==> config.mk <==
export PLATFORM = sky130hd
export DESIGN_NAME = mem_loop_ctrl_flat
export DESIGN_NICKNAME = d
export VERILOG_FILES = /design/src/rtl/mem_loop_ctrl_if.sv /design/src/rtl/mem_loop_ctrl.sv /design/src/flat_wrapper.sv
export SDC_FILE = /design/constraint.sdc
export NUM_CORES = 1
export LEC_CHECK = 0
export ABC_AREA = 1
export ABC_CLOCK_PERIOD_IN_PS = 2800
export BUFFER_PORTS_ARGS = -buffer_cell sky130_fd_sc_hd__buf_2
export CAP_MARGIN = 40
export CELL_PAD_IN_SITES_DETAIL_PLACEMENT = 0
export CELL_PAD_IN_SITES_GLOBAL_PLACEMENT = 1
export CORE_ASPECT_RATIO = 1.75
export CORE_UTILIZATION = 42
export CTS_BUF_LIST = sky130_fd_sc_hd__clkbuf_8
export CTS_CLUSTER_DIAMETER = 80
export CTS_CLUSTER_SIZE = 20
export DETAILED_ROUTE_END_ITERATION = 6
export PLACE_DENSITY = 0.8
export SETUP_SLACK_MARGIN = 0.1
export SKIP_CTS_REPAIR_TIMING = 1
export SLEW_MARGIN = 20
export SYNTH_ARGS = -nofsm -noshare
export SYNTH_HDL_FRONTEND = slang
export SYNTH_SLANG_ARGS = --single-unit
==> constraint.sdc <==
create_clock -name clk -period 2.8 [get_ports clk]
set_clock_uncertainty 0.2 [all_clocks]
set_input_delay 0.42 -clock clk [delete_from_list [all_inputs] [get_ports clk]]
set_output_delay 0.42 -clock clk [all_outputs]
set_load 0.02 [all_outputs]
==> src/rtl/mem_loop_ctrl_if.sv <==
// Handshake/config bundle between the loop sequencer and its host/datapath.
// abort exists only when LOOP_CTRL_ABORT_EN is defined.
interface mem_loop_ctrl_if #(
  parameter int SLOT_BW = 6,
  parameter int DIM_BW  = 6,
  parameter int HOP_BW  = 2
);
  logic               start;
  logic [SLOT_BW-1:0] num_slots;
  logic [DIM_BW-1:0]  num_dims;
  logic [HOP_BW-1:0]  num_hops;
  logic               stall;
  logic               norm_done;
`ifdef LOOP_CTRL_ABORT_EN
  logic               abort;
`endif
  logic               busy;
  logic               valid;
  logic [1:0]         phase;
  logic [HOP_BW-1:0]  hop_idx;
  logic [SLOT_BW-1:0] slot_idx;
  logic [DIM_BW-1:0]  dim_idx;
  logic               first_dim;
  logic               last_dim;
  logic               norm_start;
  logic               done;

`ifdef LOOP_CTRL_ABORT_EN
  modport master (
    output start, num_slots, num_dims, num_hops, stall, norm_done, abort,
    input  busy, valid, phase, hop_idx, slot_idx, dim_idx,
           first_dim, last_dim, norm_start, done
  );
  modport slave (
    input  start, num_slots, num_dims, num_hops, stall, norm_done, abort,
    output busy, valid, phase, hop_idx, slot_idx, dim_idx,
           first_dim, last_dim, norm_start, done
  );
`else
  modport master (
    output start, num_slots, num_dims, num_hops, stall, norm_done,
    input  busy, valid, phase, hop_idx, slot_idx, dim_idx,
           first_dim, last_dim, norm_start, done
  );
  modport slave (
    input  start, num_slots, num_dims, num_hops, stall, norm_done,
    output busy, valid, phase, hop_idx, slot_idx, dim_idx,
           first_dim, last_dim, norm_start, done
  );
`endif
endinterface

==> src/rtl/mem_loop_ctrl.sv <==
// MemN2N loop sequencer: hop/slot/dim counters with score, norm-wait and read phases.
// Optional early termination input enabled by defining LOOP_CTRL_ABORT_EN.
module mem_loop_ctrl #(
  parameter int SLOT_BW = 6,
  parameter int DIM_BW  = 6,
  parameter int HOP_BW  = 2
) (
  input  logic             clk,
  input  logic             rst_n,
  mem_loop_ctrl_if.slave   bus
);

  typedef enum logic [2:0] {
    S_IDLE,
    S_SCORE,
    S_WAIT_NORM,
    S_READ,
    S_FINISH
  } state_t;

  state_t             state_q;
  logic [SLOT_BW-1:0] cfg_slots_q;
  logic [DIM_BW-1:0]  cfg_dims_q;
  logic [HOP_BW-1:0]  cfg_hops_q;
  logic [HOP_BW-1:0]  hop_q;
  logic [SLOT_BW-1:0] slot_q;
  logic [DIM_BW-1:0]  dim_q;
  logic               valid_q;
  logic               busy_q;
  logic [1:0]         phase_q;
  logic               norm_start_q;
  logic               done_q;

  logic beat_acc;
  logic dim_wrap;
  logic slot_wrap;
  logic hop_last;
  logic abort_req;

  assign beat_acc  = valid_q && !bus.stall;
  assign dim_wrap  = (dim_q == cfg_dims_q);
  assign slot_wrap = (slot_q == cfg_slots_q);
  assign hop_last  = (hop_q == cfg_hops_q);

`ifdef LOOP_CTRL_ABORT_EN
  assign abort_req = bus.abort && (state_q != S_IDLE);
`else
  assign abort_req = 1'b0;
`endif

  // Configuration is pure data: captured on an accepted start, never reset.
  always_ff @(posedge clk) begin
    if (state_q == S_IDLE && bus.start) begin
      cfg_slots_q <= bus.num_slots;
      cfg_dims_q  <= bus.num_dims;
      cfg_hops_q  <= bus.num_hops;
    end
  end

  always_ff @(posedge clk or negedge rst_n) begin
    if (!rst_n) begin
      state_q      <= S_IDLE;
      hop_q        <= '0;
      slot_q       <= '0;
      dim_q        <= '0;
      valid_q      <= 1'b0;
      busy_q       <= 1'b0;
      phase_q      <= 2'd0;
      norm_start_q <= 1'b0;
      done_q       <= 1'b0;
    end else begin
      norm_start_q <= 1'b0;
      done_q       <= 1'b0;
      if (abort_req) begin
        state_q <= S_IDLE;
        valid_q <= 1'b0;
        busy_q  <= 1'b0;
        phase_q <= 2'd0;
        done_q  <= 1'b1;
      end else begin
        case (state_q)
          S_IDLE: begin
            if (bus.start) begin
              state_q <= S_SCORE;
              valid_q <= 1'b1;
              busy_q  <= 1'b1;
              phase_q <= 2'd1;
              hop_q   <= '0;
              slot_q  <= '0;
              dim_q   <= '0;
            end
          end
          S_SCORE, S_READ: begin
            if (beat_acc) begin
              if (!dim_wrap) begin
                dim_q <= dim_q + DIM_BW'(1);
              end else if (!slot_wrap) begin
                dim_q  <= '0;
                slot_q <= slot_q + SLOT_BW'(1);
              end else if (state_q == S_SCORE) begin
                dim_q        <= '0;
                slot_q       <= '0;
                state_q      <= S_WAIT_NORM;
                valid_q      <= 1'b0;
                phase_q      <= 2'd2;
                norm_start_q <= 1'b1;
              end else if (hop_last) begin
                // Indices keep the last beat's values until the next start.
                state_q <= S_FINISH;
                valid_q <= 1'b0;
                phase_q <= 2'd0;
                done_q  <= 1'b1;
              end else begin
                dim_q   <= '0;
                slot_q  <= '0;
                hop_q   <= hop_q + HOP_BW'(1);
                state_q <= S_SCORE;
                phase_q <= 2'd1;
              end
            end
          end
          S_WAIT_NORM: begin
            if (bus.norm_done) begin
              state_q <= S_READ;
              valid_q <= 1'b1;
              phase_q <= 2'd3;
            end
          end
          S_FINISH: begin
            state_q <= S_IDLE;
            busy_q  <= 1'b0;
          end
          default: begin
            state_q <= S_IDLE;
            valid_q <= 1'b0;
            busy_q  <= 1'b0;
            phase_q <= 2'd0;
          end
        endcase
      end
    end
  end

  assign bus.busy       = busy_q;
  assign bus.valid      = valid_q;
  assign bus.phase      = phase_q;
  assign bus.hop_idx    = hop_q;
  assign bus.slot_idx   = slot_q;
  assign bus.dim_idx    = dim_q;
  assign bus.norm_start = norm_start_q;
  assign bus.done       = done_q;
  assign bus.first_dim  = valid_q && (dim_q == '0);
  assign bus.last_dim   = valid_q && dim_q_is_last();

  function automatic logic dim_q_is_last();
    return dim_q == cfg_dims_q;
  endfunction

endmodule

==> src/flat_wrapper.sv <==
// flat-port wrapper written by rule: the top's interface ports become plain ports
module mem_loop_ctrl_flat 
#(
  parameter int SLOT_BW = 6,
  parameter int DIM_BW  = 6,
  parameter int HOP_BW  = 2
)
  (clk, rst_n, bus_start, bus_num_slots, bus_num_dims, bus_num_hops, bus_stall, bus_norm_done, bus_busy, bus_valid, bus_phase, bus_hop_idx, bus_slot_idx, bus_dim_idx, bus_first_dim, bus_last_dim, bus_norm_start, bus_done);
  mem_loop_ctrl_if #(.SLOT_BW(SLOT_BW), .DIM_BW(DIM_BW), .HOP_BW(HOP_BW)) bus_i ();
  input  logic clk;
  input  logic rst_n;
  input wire logic [$bits(bus_i.start)-1:0] bus_start;
  input wire logic [$bits(bus_i.num_slots)-1:0] bus_num_slots;
  input wire logic [$bits(bus_i.num_dims)-1:0] bus_num_dims;
  input wire logic [$bits(bus_i.num_hops)-1:0] bus_num_hops;
  input wire logic [$bits(bus_i.stall)-1:0] bus_stall;
  input wire logic [$bits(bus_i.norm_done)-1:0] bus_norm_done;
  output wire logic [$bits(bus_i.busy)-1:0] bus_busy;
  output wire logic [$bits(bus_i.valid)-1:0] bus_valid;
  output wire logic [$bits(bus_i.phase)-1:0] bus_phase;
  output wire logic [$bits(bus_i.hop_idx)-1:0] bus_hop_idx;
  output wire logic [$bits(bus_i.slot_idx)-1:0] bus_slot_idx;
  output wire logic [$bits(bus_i.dim_idx)-1:0] bus_dim_idx;
  output wire logic [$bits(bus_i.first_dim)-1:0] bus_first_dim;
  output wire logic [$bits(bus_i.last_dim)-1:0] bus_last_dim;
  output wire logic [$bits(bus_i.norm_start)-1:0] bus_norm_start;
  output wire logic [$bits(bus_i.done)-1:0] bus_done;
  assign bus_i.start = bus_start;
  assign bus_i.num_slots = bus_num_slots;
  assign bus_i.num_dims = bus_num_dims;
  assign bus_i.num_hops = bus_num_hops;
  assign bus_i.stall = bus_stall;
  assign bus_i.norm_done = bus_norm_done;
  assign bus_busy = bus_i.busy;
  assign bus_valid = bus_i.valid;
  assign bus_phase = bus_i.phase;
  assign bus_hop_idx = bus_i.hop_idx;
  assign bus_slot_idx = bus_i.slot_idx;
  assign bus_dim_idx = bus_i.dim_idx;
  assign bus_first_dim = bus_i.first_dim;
  assign bus_last_dim = bus_i.last_dim;
  assign bus_norm_start = bus_i.norm_start;
  assign bus_done = bus_i.done;
  mem_loop_ctrl #(.SLOT_BW(SLOT_BW), .DIM_BW(DIM_BW), .HOP_BW(HOP_BW)) u_core (.clk(clk), .rst_n(rst_n), .bus(bus_i));
endmodule
==> metrics.txt, run 1 <==
Seq/Total Area, Yosys=0.485; HPWL Detailed=3330 um; drt pass-1 iters=4; Setup-failing EPs final=0; H-tree Lvls=2; FF+latch count, synth=37; worst reg2reg startpoint=u_core.state_q[2]$_DFFE_PN0P_; final wirelength=4370 um; RSZ-0062 raised after global routing=false; Clock Latency Late Sink=290 ps; Netlist cell types=30; Layout Area Growth over Synthesis=17.2%; Worst R2R Setup Slack=910 ps; max-slew violation count=0; first-pass GRT wire length=approximately 7200 um; CP Launch Type=flop; critical path fanouts, max=6; CP endpoint kind=output pin; Fillers=503; Required @ worst endpoint=2180 ps; Hold EP=u_core.cfg_slots_q[5]$_DFFE_PP_; setup TNS=0 ps; Hold Crit Start=bus_num_slots[5]; Max stage delay on crit path=440 ps; Hold Crit Depth=1; final core occ=0.511; Hold Vio Cnt, Final=0; Synth area leaders=dfrtp_1 28%, edfxtp_1 20%, nand2_1 16%, inv_1 6.2%, nor2_1 3.8%; Tot GR Track Use=0.198; post-synth top area cell=dfrtp_1; Final ANT Viol Nets=0; Power Density=895 nW/um^2; Synth warnings=0; Max-Cap Viols=0; CTS Buffer Depth=2; RR Endpoint=u_core.cfg_hops_q[1]$_DFFE_PP_; CTS tree=built; leakage=1.21 nW; DIE WIDTH=between 50 and 60 um; drt wl/cell=~13 um; CTS clk-pin slew, worst paths=70 ps; Die ar.=between 5000 and 6000 um^2; core area=4710 um^2; Synth Net Count=271; post-synthesis cell count=249; I/O Pins=41; fin crit period=approximately 2200 ps; Mean Syn Cell Area=8.25 um^2; final worst-path cycle share=0.801; Bufs and invs on worst path=2; commonest non-fill, non-tap cell in the layout=nand2_1; most frequent cells in the layout=87 x nand2_1, 40 x buf_2, 36 x inv_1, 23 x dfrtp_1, 21 x nor2_1; vias in the first global route=between 1,500 and 2,000; crit-path cells=inv_1, nand2_1, nand2_1, nor2_1, nand3_2, nor2_1, buf_2; DR vias/cell=4.71; row cnt=33; reg2reg path depth=4; relative max-transition margin=0.636; Die Y=94.5 um; DRT iter0 DRCs=18; status=finished clean; largest net degree at the start of global routing=24; Hold Crit Class=primary input to flop; Root Driver=clkbuf_8; Final #Nets=318; Inserted Clock Buffers=5; layout cells sized above 1=0.249; f_max=446 MHz; Yosys top cell area share=0.280; Port Buffers=40; routability cong.=between 0.7 and 0.8; DRC viols=0; VDD IR max=~0.45 mV; WS Path Type=flop to output pin; post-synthesis cell area=roughly 2100 um^2; Worst EP arrival=1620 ps; Antenna Cells=0; clock sinks=37; antenna violations before repair=0; Initial Utilization=0.436; total grt overflow=0; CP delay by family, top=simple AND/OR/NAND/NOR gates; Worst-Margin Slew=between 500 and 600 ps; vias after detailed routing=1,643; slowest CP cell=dfrtp_1
==> cells in the mapped netlist <==
| cell | count |
|---|---|
| inv_2 | 4 |
| buf_6 | 1 |
| or2_2 | 2 |
| xnor2_1 | 4 |
| a31oi_1 | 1 |
| nand4_1 | 5 |
| nor2_2 | 4 |
| xor2_1 | 4 |
| nor3_1 | 2 |
| inv_1 | 34 |
| o21ai_0 | 6 |
| nand3_2 | 1 |
| ha_1 | 3 |
| o21ai_2 | 7 |
| nor3b_1 | 1 |
| nor2_8 | 1 |
| a21oi_1 | 1 |
| edfxtp_1 | 14 |
| buf_4 | 1 |
| nand3_4 | 1 |
| nand3_1 | 13 |
| nand3b_1 | 1 |
| nand2_2 | 3 |
| nand2_1 | 87 |
| nand2_4 | 1 |
| nor2_1 | 21 |
| dfrtp_1 | 23 |
| a21oi_4 | 1 |
| nor3_4 | 1 |
| nor2_4 | 1 |
==> where the power goes <==
part | internal [mW] | leakage [nW] | total (mW) | switching (mW)
clock | 0.193 | 0.0538 | 0.373 | 0.179
combinational | 0.306 | 0.718 | 0.983 | 0.677
sequential | 0.694 | 0.434 | 0.799 | 0.105
==> layout make-up <==
class	count	area (um^2)	share of cell area
Sequential cell	37	996	0.414
Multi-Input combinational cell	172	896	0.372
Timing Repair Buffer	42	218	0.0904
Inverter	38	143	0.0593
Clock buffer	6	82.6	0.0343
Tap cell	52	65.1	0.0270
Clock inverter	2	7.51	0.00312
==> worst reg2reg max path: cells and delay by family, from the launching register on <==
| family | cells | cell delay [ps] |
|---|---|---|
| flip-flops | 1 | 480 |
| buffers and inverters | 1 | 280 |
| AND/OR/NAND/NOR | 3 | 630 |
==> logic make-up (layout without fill, tap and decap cells) <==
| family | Yosys count | after routing | share of synthesized area |
|---|---|---|---|
| compound gates | 16 | 16 | 0.0579 |
| xor+xnor | 8 | 8 | 0.0341 |
| fa+ha+maj | 3 | 3 | 0.0183 |
| buf+inv | 40 | 88 | 0.0786 |
| flops | 37 | 37 | 0.485 |
| simple gates | 145 | 145 | 0.326 |
==> state kept, by name, indices dropped and copies added (netlist names) <==
signal                 cells
u_core.bus.done            1
u_core.bus.slot_idx        6
u_core.cfg_hops_q          2
u_core.state_q             3
u_core.bus.phase           2
u_core.bus.dim_idx         6
u_core.cfg_dims_q          6
u_core.bus.busy            1
u_core.cfg_slots_q         6
u_core.bus.norm_start      1
u_core.bus.hop_idx         2
u_core.bus.valid           1
==> routing by layer <==
metal,GRT usage,vias to the layer above,routed length [um]
li1,-,872,-
met1,0.204,736,1800
met2,0.355,28,2370
met3,0.0386,7,110
met4,0.0962,0,92
met5,0,-,0
==> stage by stage <==
step	total power, mW	instance area, um^2	cells	worst slack, ps	hold slack [ps]
2_1_floorplan	1.55	2050	249	846	-75.6
3_3_place_gp	1.78	2310	340	817	237
3_5_place_dp	1.80	2310	340	822	239
4_1_cts	2.18	2400	348	501	-76.3
5_1_grt	2.34	2410	349	431	86.9
6_report	2.15	2410	349	558	100
==> worst max-delay path by stage <==
stage                                      start                        endpoint  slack [ps]  cells after the start
3_5_place_dp   u_core.bus.dim_idx[0]$_DFFE_PN0P_                    bus_last_dim         820                      7
4_1_cts        u_core.bus.dim_idx[0]$_DFFE_PN0P_                    bus_last_dim         500                      7
2_1_floorplan      u_core.state_q[2]$_DFFE_PN0P_  u_core.cfg_dims_q[0]$_DFFE_PP_         850                      3
6_report       u_core.bus.dim_idx[0]$_DFFE_PN0P_                    bus_last_dim         560                      7
5_1_grt        u_core.bus.dim_idx[0]$_DFFE_PN0P_                    bus_last_dim         430                      7
3_3_place_gp   u_core.bus.dim_idx[0]$_DFFE_PN0P_                    bus_last_dim         820                      7
Note: power is estimated with default switching activity, not from simulation.
==> run 2: changes to the inputs <==
- ABC_CLOCK_PERIOD_IN_PS: 2800 -> 2200
- clock period: 2.8 -> 2.2 ns (I/O delays scaled with it)
==> run 2 against run 1 <==
Compared with the run above:
- worst hold slack got worse by 82 ps
- global-route usage down 0.69 points
- die area unchanged
- highest routed layer unchanged
- utilization grew 1.2 points
- setup slack worse by 350 ps
- power is 34% higher
==> metrics.txt, run 2 (synthesis gave the netlist of run 1 again) <==
Inserted Clock Buffers=5 (unchanged); routability cong.=0.774 (-0.59%); first-pass GRT wire length=7040 um (-2.3%); relative max-transition margin=0.640 (+0.00345); I/O Pins=41 (unchanged); switch share=0.427 (-0.0185); Port Buffers=40 (unchanged); status=finished clean; critical path fanouts, max=7 (+1); power share of the sequential group=0.353 (-0.018); Max stage delay on crit path=490 ps (+50 ps); DR vias/cell=4.78 (+1.5%); setup TNS=0 ps (unchanged); hold_ws=18.4 ps (-81.7 ps); Tot GR Track Use=0.191 (-0.00688); row cnt=33 (unchanged); Clock power frac=0.205 (+0.032); layout cells sized above 1=0.275 (+0.0260); pre-CTS setup slack=326 ps (-496 ps); Setup-failing EPs final=0 (unchanged); DIE WIDTH=54.9 um (unchanged); leakage=1.21 nW (+0.74%); Initial Utilization=0.436 (unchanged); crit-path cells=inv_2, nand2_1, nand2_1, nor2_2, nand3_4, nor2_1, buf_2; vias in the first global route=1,561 (-5.7%); Logic pwr share=0.443 (-0.013); Hold Crit Depth=1 (unchanged); most frequent cell on the critical path=nand2_1; RSZ-0062 raised after global routing=true; commonest non-fill, non-tap cell in the layout=nand2_1; internal power=1.65 mW (+39%); final worst slack=207 ps (-351 ps); Cell Count, Final, Fillers Out=350 (+0.29%); fin crit period=1990 ps; largest net degree at the start of global routing=24 (unchanged); vias after detailed routing=1,672 (+1.8%); Clock Latency Late Sink=280 ps (about the same); max-slew violation count=0 (unchanged); CP Launch Type=flop; Final Power=2.89 mW (+34%); reg2reg path depth=10 (+6); Max-Cap Viols=0 (unchanged); drt pass-1 iters=4 (unchanged); Layout Area Growth over Synthesis=20.0%; WP depth=7 (unchanged); VDD IR max=0.690 mV (+55%); HPWL Detailed=3380 um (+1.5%); Die Y=94.5 um (unchanged); NetSw=1.23 mW (+28%); Bufs and invs on worst path=2 (unchanged); Final ANT Viol Nets=0 (unchanged); cell count after placement=341 (+0.29%); most frequent cells in the layout=86 x nand2_1, 40 x buf_2, 35 x inv_1, 20 x nor2_1, 19 x dfrtp_1; CP endpoint kind=output pin; Required @ worst endpoint=1670 ps (-510 ps); f_max=between 500 and 600 MHz; final instance area=2460 um^2 (+2.3%); DRC viols=0 (unchanged); Post-DP Area=2310 um^2 (+0.33%); Root Driver=clkbuf_8; final core occ=0.523 (+0.0120); DRT iter0 DRCs=17 (-1); Worst-Margin Slew=540 ps (-5.18 ps); WS Path Type=flop to output pin; drt wl/cell=12.5 um (-0.19%); Hold Crit Class=primary input to flop; H-tree Lvls=2 (unchanged); CTS tree=built; antenna violations before repair=0 (unchanged); Worst EP arrival=1460 ps (-160 ps); Die ar.=5180 um^2 (unchanged); Final #Nets=319 (+0.31%); CTS Buffer Depth=2 (unchanged); Hold Vio Cnt, Final=0 (unchanged); core area=4710 um^2 (unchanged); slowest CP cell=dfrtp_1; CTS clk-pin slew, worst paths=70 ps (about the same); final wirelength=4380 um (about the same); final worst-path cycle share=0.906; clock sinks=37 (unchanged); total grt overflow=0 (unchanged); Power Density=1170 nW/um^2 (+31%); Antenna Cells=0 (unchanged); CP delay by family, top=flip-flops
[run 2: cell count changes in the layout (fill, tap and decap cells not counted)]
cell and change:
dfrtp_2 +4, nand2_1 -1, inv_1 -1, buf_4 +1, bufinv_16 +1, dfrtp_1 -4, nand3_2 -1, nor2_4 +1
nand3_4 +1, nand2_2 +1, nor2_1 -1
[run 2: layout make-up]
type | instances | area [um^2]
Timing Repair Buffer | 43 | 225
Fill cell | 471 | 2240
Clock inverter | 2 | 33.8
Inverter | 38 | 143
Clock buffer | 6 | 82.6
Sequential cell | 37 | 1000
Tap cell | 52 | 65.1
Multi-Input combinational cell | 172 | 913
[run 2: final timing paths]
kind,endpoint,from,slack (ps)
setup / recovery,bus_last_dim,u_core.bus.dim_idx[3]$_DFFE_PN0P_,210
hold / removal,u_core.cfg_hops_q[0]$_DFFE_PP_,bus_num_hops[0],20
setup reg to reg,u_core.state_q[1]$_DFFE_PN0P_,u_core.bus.slot_idx[1]$_DFFE_PN0P_,340
hold reg to reg,u_core.bus.phase[0]$_DFFE_PN0P_,u_core.bus.phase[0]$_DFFE_PN0P_,270
max in group asynchronous,u_core.bus.dim_idx[4]$_DFFE_PN0P_,rst_n,1040
min in group asynchronous,u_core.bus.busy$_DFFE_PN0P_,rst_n,360
[run 2: power by group through the flow]
stage | Clock (mW) | Combinational (mW) | Sequential, mW
final | 0.592 | 1.28 | 1.02
after global routing | 0.635 | 1.44 | 1.04
after CTS | 0.619 | 1.27 | 1.02
after detailed placement | 0 | 1.26 | 1.03
after global placement | 0 | 1.25 | 1.03
after floorplan | 0 | 0.885 | 1.09
[run 2: routing by layer]
layer | vias up | share of wire | GRT usage
met5 | - | 0 | 0
met1 | 768 | 0.40 | 0.202
li1 | 872 | - | -
met2 | 26 | 0.56 | 0.352
met4 | 0 | 0.015 | 0.0641
met3 | 6 | 0.026 | 0.0354
[run 2: worst reg2reg max path, delay by kind of cell, from the launching register on]
| family | cells | cell delay (ps) |
|---|---|---|
| AOI/OAI and AO/OA | 1 | 80 |
| buffers and inverters | 1 | 60 |
| DFF | 1 | 450 |
| and+or+nand+nor | 8 | 990 |
